### src/rtl/serial_sub_pkg.sv
// Shared definitions for the bit-serial subtractor.
//   state_t : FSM state encoding (IDLE / SHIFT / DONE)
package serial_sub_pkg;

    typedef enum logic [1:0] {
        ST_IDLE  = 2'd0,
        ST_SHIFT = 2'd1,
        ST_DONE  = 2'd2
    } state_t;

endpackage

### src/rtl/full_subtractor.sv
// Single-bit full subtractor cell: computes a - b - bi.
//   a, b  : operand bits
//   bi    : borrow in
//   diff  : difference bit
//   bo    : borrow out
module full_subtractor (
    output logic diff,
    output logic bo,
    input  logic a,
    input  logic b,
    input  logic bi
);

    assign diff = a ^ b ^ bi;
    // Borrow when b exceeds a, or when a == b and a borrow is pending.
    assign bo   = (~a & b) | (~(a ^ b) & bi);

endmodule

### src/rtl/serial_subtractor.sv
// Bit-serial unsigned subtractor: diff = (a - b) mod 2^WIDTH, LSB first,
// one bit per clock through a single full_subtractor cell.
//   clk, rst    : clock, asynchronous active-high reset
//   start       : request, accepted when ready
//   a, b        : operands, captured on the accepting edge
//   ready       : idle, can accept
//   busy        : shifting
//   done        : one-cycle pulse, result valid
//   diff        : registered difference (held until next completion)
//   borrow_out  : registered final borrow (a < b)
module serial_subtractor
    import serial_sub_pkg::*;
#(
    parameter int WIDTH = 8
) (
    input  logic             clk,
    input  logic             rst,
    input  logic             start,
    input  logic [WIDTH-1:0] a,
    input  logic [WIDTH-1:0] b,
    output logic             ready,
    output logic             busy,
    output logic             done,
    output logic [WIDTH-1:0] diff,
    output logic             borrow_out
);

    localparam int CW = $clog2(WIDTH + 1);
    localparam logic [CW-1:0] LAST = CW'(WIDTH - 1);

    state_t           state, state_next;
    logic [WIDTH-1:0] a_sr, b_sr, res_sr, res_next;
    logic [CW-1:0]    cnt;
    logic             borrow_q;
    logic             cell_diff, cell_bo;
    logic             last;

    full_subtractor u_cell (
        .diff (cell_diff),
        .bo   (cell_bo),
        .a    (a_sr[0]),
        .b    (b_sr[0]),
        .bi   (borrow_q)
    );

    // Result register with the current cell bit shifted in at the MSB;
    // after WIDTH shifts the first (LSB) bit has reached position 0.
    generate
        if (WIDTH == 1) begin : g_res_w1
            assign res_next = cell_diff;
        end else begin : g_res_wn
            assign res_next = {cell_diff, res_sr[WIDTH-1:1]};
        end
    endgenerate

    assign last = (cnt == LAST);

    always_ff @(posedge clk or posedge rst) begin
        if (rst) state <= ST_IDLE;
        else     state <= state_next;
    end

    // Handshake outputs decode state only, so start never reaches them.
    always_comb begin
        state_next = state;
        ready      = 1'b0;
        busy       = 1'b0;
        done       = 1'b0;
        case (state)
            ST_IDLE: begin
                ready = 1'b1;
                if (start) state_next = ST_SHIFT;
            end
            ST_SHIFT: begin
                busy = 1'b1;
                if (last) state_next = ST_DONE;
            end
            ST_DONE: begin
                done       = 1'b1;
                state_next = ST_IDLE;
            end
            default: state_next = ST_IDLE;
        endcase
    end

    always_ff @(posedge clk or posedge rst) begin
        if (rst) begin
            a_sr       <= '0;
            b_sr       <= '0;
            res_sr     <= '0;
            borrow_q   <= 1'b0;
            cnt        <= '0;
            diff       <= '0;
            borrow_out <= 1'b0;
        end else begin
            case (state)
                ST_IDLE: begin
                    if (start) begin
                        a_sr     <= a;
                        b_sr     <= b;
                        borrow_q <= 1'b0;
                        cnt      <= '0;
                    end
                end
                ST_SHIFT: begin
                    a_sr     <= a_sr >> 1;
                    b_sr     <= b_sr >> 1;
                    res_sr   <= res_next;
                    borrow_q <= cell_bo;
                    cnt      <= cnt + CW'(1);
                    if (last) begin
                        diff       <= res_next;
                        borrow_out <= cell_bo;
                    end
                end
                default: ;
            endcase
        end
    end

endmodule
### config.mk
export PLATFORM = sky130hd
export DESIGN_NAME = serial_subtractor
export DESIGN_NICKNAME = d
export VERILOG_FILES = /design/src/rtl/serial_sub_pkg.sv /design/src/rtl/full_subtractor.sv /design/src/rtl/serial_subtractor.sv
export SDC_FILE = /design/constraint.sdc
export NUM_CORES = 1
export LEC_CHECK = 0
export CAP_MARGIN = 20
export CORE_MARGIN = 2
export CORE_UTILIZATION = 51
export DETAILED_ROUTE_END_ITERATION = 12
export GPL_TIMING_DRIVEN = 0
export PLACE_DENSITY_LB_ADDON = 0.25
export REMOVE_ABC_BUFFERS = 1
export SKIP_LAST_GASP = 1
export SLEW_MARGIN = 20
export SYNTH_ARGS = -nofsm -noshare
export SYNTH_HDL_FRONTEND = slang
export SYNTH_SLANG_ARGS = --single-unit
### constraint.sdc
create_clock -name clk -period 1.7 [get_ports clk]
set_input_delay 0.425 -clock clk [delete_from_list [all_inputs] [get_ports clk]]
set_output_delay 0.425 -clock clk [all_outputs]
set_load 0.02 [all_outputs]
---- Yosys cells after proc, flatten, opt, wreduce, memory -nomap -nowiden ----
Index checks and enable logic that the tools add are counted.
word-level totals
  memory bits (writable) .................. 0
  bits in latches ......................... 0
  memory bits (read-only) ................. 0
  bits in registers ....................... 40
  input port bits ......................... 19
  memories kept ........................... 0
cells by class
  magnitude comparators ................... 0
  divide/modulo/power cells ............... 0
  bitwise operators ....................... 7
  shift-type cells ........................ 0
  $mul .................................... 0
  add/subtract/negate cells ............... 1
  muxes and demuxes ....................... 14
  equal/unequal tests ..................... 5
  reductions and logical operators ........ 5
operators by type and width
  operator               count
  $pmux W8 S2            2
  $mux W8                2
  $pmux W4 S2            1
  $reduce_and A2 Y1      3
  $add A4 B1 Y4 const B  1
  $eq A4 B3 Y1 const B   1
  $mux W1                4
  $mux W2                2
  $mux W4                1
  $ne A2 B2 Y1 const B   2
  $pmux W2 S2            1
  $and A1 B1 Y1          2
  $eq A2 B1 Y1 const B   1
  $eq A2 B2 Y1 const B   1
  $logic_not A2 Y1       1
  $not A1 Y1             2
  $pmux W1 S2            1
  $reduce_bool A2 Y1     1
  $xor A1 B1 Y1          2
  $or A1 B1 Y1           1

---- Logic depth before layout (Yosys ltp) ----
  depth in word-level cells ............... 5
  depth in mapped cells ................... 5
  gate-level depth less buffers ........... 4

---- Cells and area by module ----
Synthesis repeated with hierarchy kept, for this count alone.
second synthesis, totals
  cells, all modules ...................... 170
  area, all modules ....................... 1765.4 µm²
by module, submodules not included
  module             area an instance (µm²)  cells an instance  sequential area each (µm²)  instances
  serial_subtractor  1734.2                  166                975.9                       1
  full_subtractor    31.3                    4                  0.0                         1

---- Least setup slack after synthesis ----
No wires, ideal clock.
  path kind ............................... register to output
  start ................................... register state[0]
  end ..................................... output done
  buffers on the path ..................... 2
  stages on the path, launching flop included .. 4
  data arrival time ....................... 1068 ps
  path slack .............................. 207 ps
  cell sequence ........................... dfrtp_1 > clkbuf_1 > buf_2 > nor2b_1
between the ends
  word-level cells in the longest chain between the ends .. 2
ends and longest elaborated chain
  item                    line                     text
  from (decl)             serial_subtractor.sv:31  state_t state, state_next;
  from (signal assigned)  serial_subtractor.sv:60  else state <= state_next;
  $eq A2 B2 Y1            serial_subtractor.sv:69  case (state)
  $mux W1                 serial_subtractor.sv:69
  to (decl)               serial_subtractor.sv:23  output logic done,
Every way passes these cells.

---- Worst setup path in the final report ----
  start ................................... register state[1]
  end ..................................... output busy
between the ends
  word-level cells in the longest chain between the ends .. 2
ends and longest elaborated chain
  item          line                     text
  $eq A2 B1 Y1  serial_subtractor.sv:69
  $mux W1       serial_subtractor.sv:69
  to (decl)     serial_subtractor.sv:22  output logic busy,
Every way passes these cells.

==> results.cfg <==
[placement]
dp_hpwl_um = 2120
io_buffers = 30
gp_congestion = 0.703
placement.setup.worst_slack_ns = -0.989

[timing]
grt_setup_unrepaired = true
fmax_mhz = 605
timing.final.max_slew_violations = 0
fin_crit_sh = 0.972
tightest_slew_ns = 0.479
finalSetupViolations = 0
setup_ws_ns = 0.0479
slew_headroom = 0.680
period_needed_ns = 1.65
clock_skew_ns = 0.0143
setup_tns_ns = 0
final_hold_viol_count = 0

[finish]
antennaDiodeCount = 0
fillers = 292
multi_input_area_um2 = 696
drive_gt1_frac = 0.181
fin_nets = 225
syn_to_final_growth_pct = 28.4
final_cell_mix = 40 x nand2_1, 37 x dfrtp_1, 18 x o21ai_0
layout_commonest_cell = nand2_1
seq_area_um2 = 981

[die]
io_pins = 31
start_util = 0.520
die_area_um2 = 3830
core-area_um2 = 3280
chipWidth_um = 61.9
rows = 21
die_y_um = 61.9

[status]
status = completed

[power_and_ir_drop]
max-vdd-ir-drop_v = 0.000847
power.leakage_nw = 1.05
power.density_nw_per_um2 = 1700

[detailed_routing]
drt_iter0_drc = 36
first_pass_iters = 4
wirelength_um = 3460
vias = 1303
avgRoutedWirePerCell_um = 13.8
drc = 0
ant_nets = 0
via_per_inst = 5.21

[global_route]
grt_max_degree = 30
grt.total_usage = 0.207
grt_overflow = 0
antenna_found_initial = 0
grt_pass1_vias = 1260
grt_pass1_wl_um = 5600

[critical_path]
worstSetupPathType = reg2out
cp-start-kind = flip-flop
timing.rr.start = state[0]$_DFFE_PP0P_
critPathTopFamily = flip-flops
critical_path_required_ns = 1.27
critPathMaxStageDelay_ns = 0.47
cp-end-kind = output pin
cp.arrival_ns = 1.23
worstPathMaxFanout = 10
cp_slowest_cell = dfrtp_2
worst-path-buf-inv = 2
crit_start = state[1]$_DFFE_PP0P_
crit_chain = nand2b_4 -> clkinv_4 -> buf_2
reg2reg_slack_ns = 0.11

[synth]
synth_top_family_by_area = simple AND/OR/NAND/NOR gates
synth_area_leader_cell = dfrtp_1
synth_area_leaders = dfrtp_1 57%, nand2_1 8.8%, mux2_2 5.9%
avgSynthCellArea_um2 = 10.4
ys_ff_latch = 39
synth-main-ff-cell = dfrtp_1
synthMuxAreaShare = 0.0652
synth-simple-area-share = 0.181
yosysWarnings = 0
yosysSeqAreaShare = 0.571
synth_edf_count = 0
synth_compound_area_frac = 0.133
synth-adder-area-share = 0.0190
synth_cell_types = 23
netlist.area_leader.share = 0.571
synth_xor_area_frac = 0
synthesis.area_um2 = 1710
synthArstFlopShare = 1.00
synth_cells = 165

[cts]
clock_latency_ns = 0.34
clock_sinks = 39
cts_buffers = 5
hold_buffers = 0
cts_tree = yes
clockBufferDepth = 2
clk_pin_slew_ns = 0.10
clockRootBuffer = clkbuf_4
htree_levels = 2

[run]
drv_cap = 0

[worst_hold_path]
holdCritPathClass = in2async
[power breakdown]
part	internal, W	total, W	switching (W)
Clock	0.000192	0.000475	0.000283
Combinational	0.000751	0.00166	0.000909
Sequential	0.00133	0.00159	0.000258
Total	0.00227	0.00373	0.00145
[area by class of cell]
class,count,area share
clock buffers,6,0.0234
clock inverters,1,0.00228
inverters,5,0.0108
multi-input cells,113,0.317
flip-flops and latches,39,0.447
well taps,46,0.0262
repair buffers,40,0.173
[worst paths after layout]
check                                         to  cells past startpoint
setup / recovery                            busy                      3
hold / removal               diff[1]$_DFFE_PP0P_                      2
setup reg to reg             b_sr[2]$_DFFE_PP0P_                      5
hold reg to reg            res_sr[1]$_DFFE_PP0P_                      2
max in group asynchronous   state[1]$_DFFE_PP0P_                      3
min in group clk           res_sr[1]$_DFFE_PP0P_                      2
[metrics by stage]
stage / hold slack (ns) / power (W) / util / cells / instance area [um2]
floorplan: 0.440 / 0.00257 / - / 157 / 1680
global placement: 0.452 / 0.00307 / 0.619 / 233 / 2030
detailed placement: 0.459 / 0.00315 / 0.625 / 234 / 2050
CTS: 0.323 / 0.00376 / 0.670 / 249 / 2200
global route: 0.333 / 0.00404 / 0.668 / 250 / 2190
finish: 0.324 / 0.00373 / 0.668 / 250 / 2190
[cells by family (layout without fill, tap and decap cells)]
group	Yosys count	in the layout
flops	39	39
simple gates	62	62
buf+inv	13	52
fa+ha+maj	2	2
compound gates	39	39
mux	10	10
[registers in the layout, summed over array words and instances, names as in the netlist]
signal and cells:
cnt 4, diff 8, b_sr 8, state 2
borrow_out 1, res_sr 7, borrow_q 1, a_sr 8
[cell usage after synthesis, drive strengths merged (2+ instances only)]
| master | instances |
|---|---|
| o21ai | 18 |
| a21oi | 11 |
| clkbuf | 5 |
| inv | 4 |
| and3b | 8 |
| nor2b | 5 |
| buf | 3 |
| nor2 | 3 |
| dfrtp | 39 |
| nand2 | 40 |
| a22oi | 6 |
| mux2 | 9 |
| nand3 | 3 |
| a22o | 2 |
[layer usage]
metal,global-route usage,part of all wire,vias to the layer above
li1,-,-,637
met1,0.262,0.45,634
met2,0.332,0.49,25
met3,0.0518,0.038,7
met4,0.106,0.021,0
met5,0,0,-
[what timing repair did]
item,4_1_cts,5_1_grt
resized for setup,25,5
buffers inserted,8,1
pin swaps,1,0
endpoints found under the setup margin,49,7
[worst reg2reg max path, cell delays in order (launching register included)]
cell and delay, ns:
dfrtp_4 0.53, buf_4 0.16, buf_4 0.18, o21bai_4 0.41
nand2_1 0.12, o21ai_0 0.10
(Power assumes the default switching activity.)
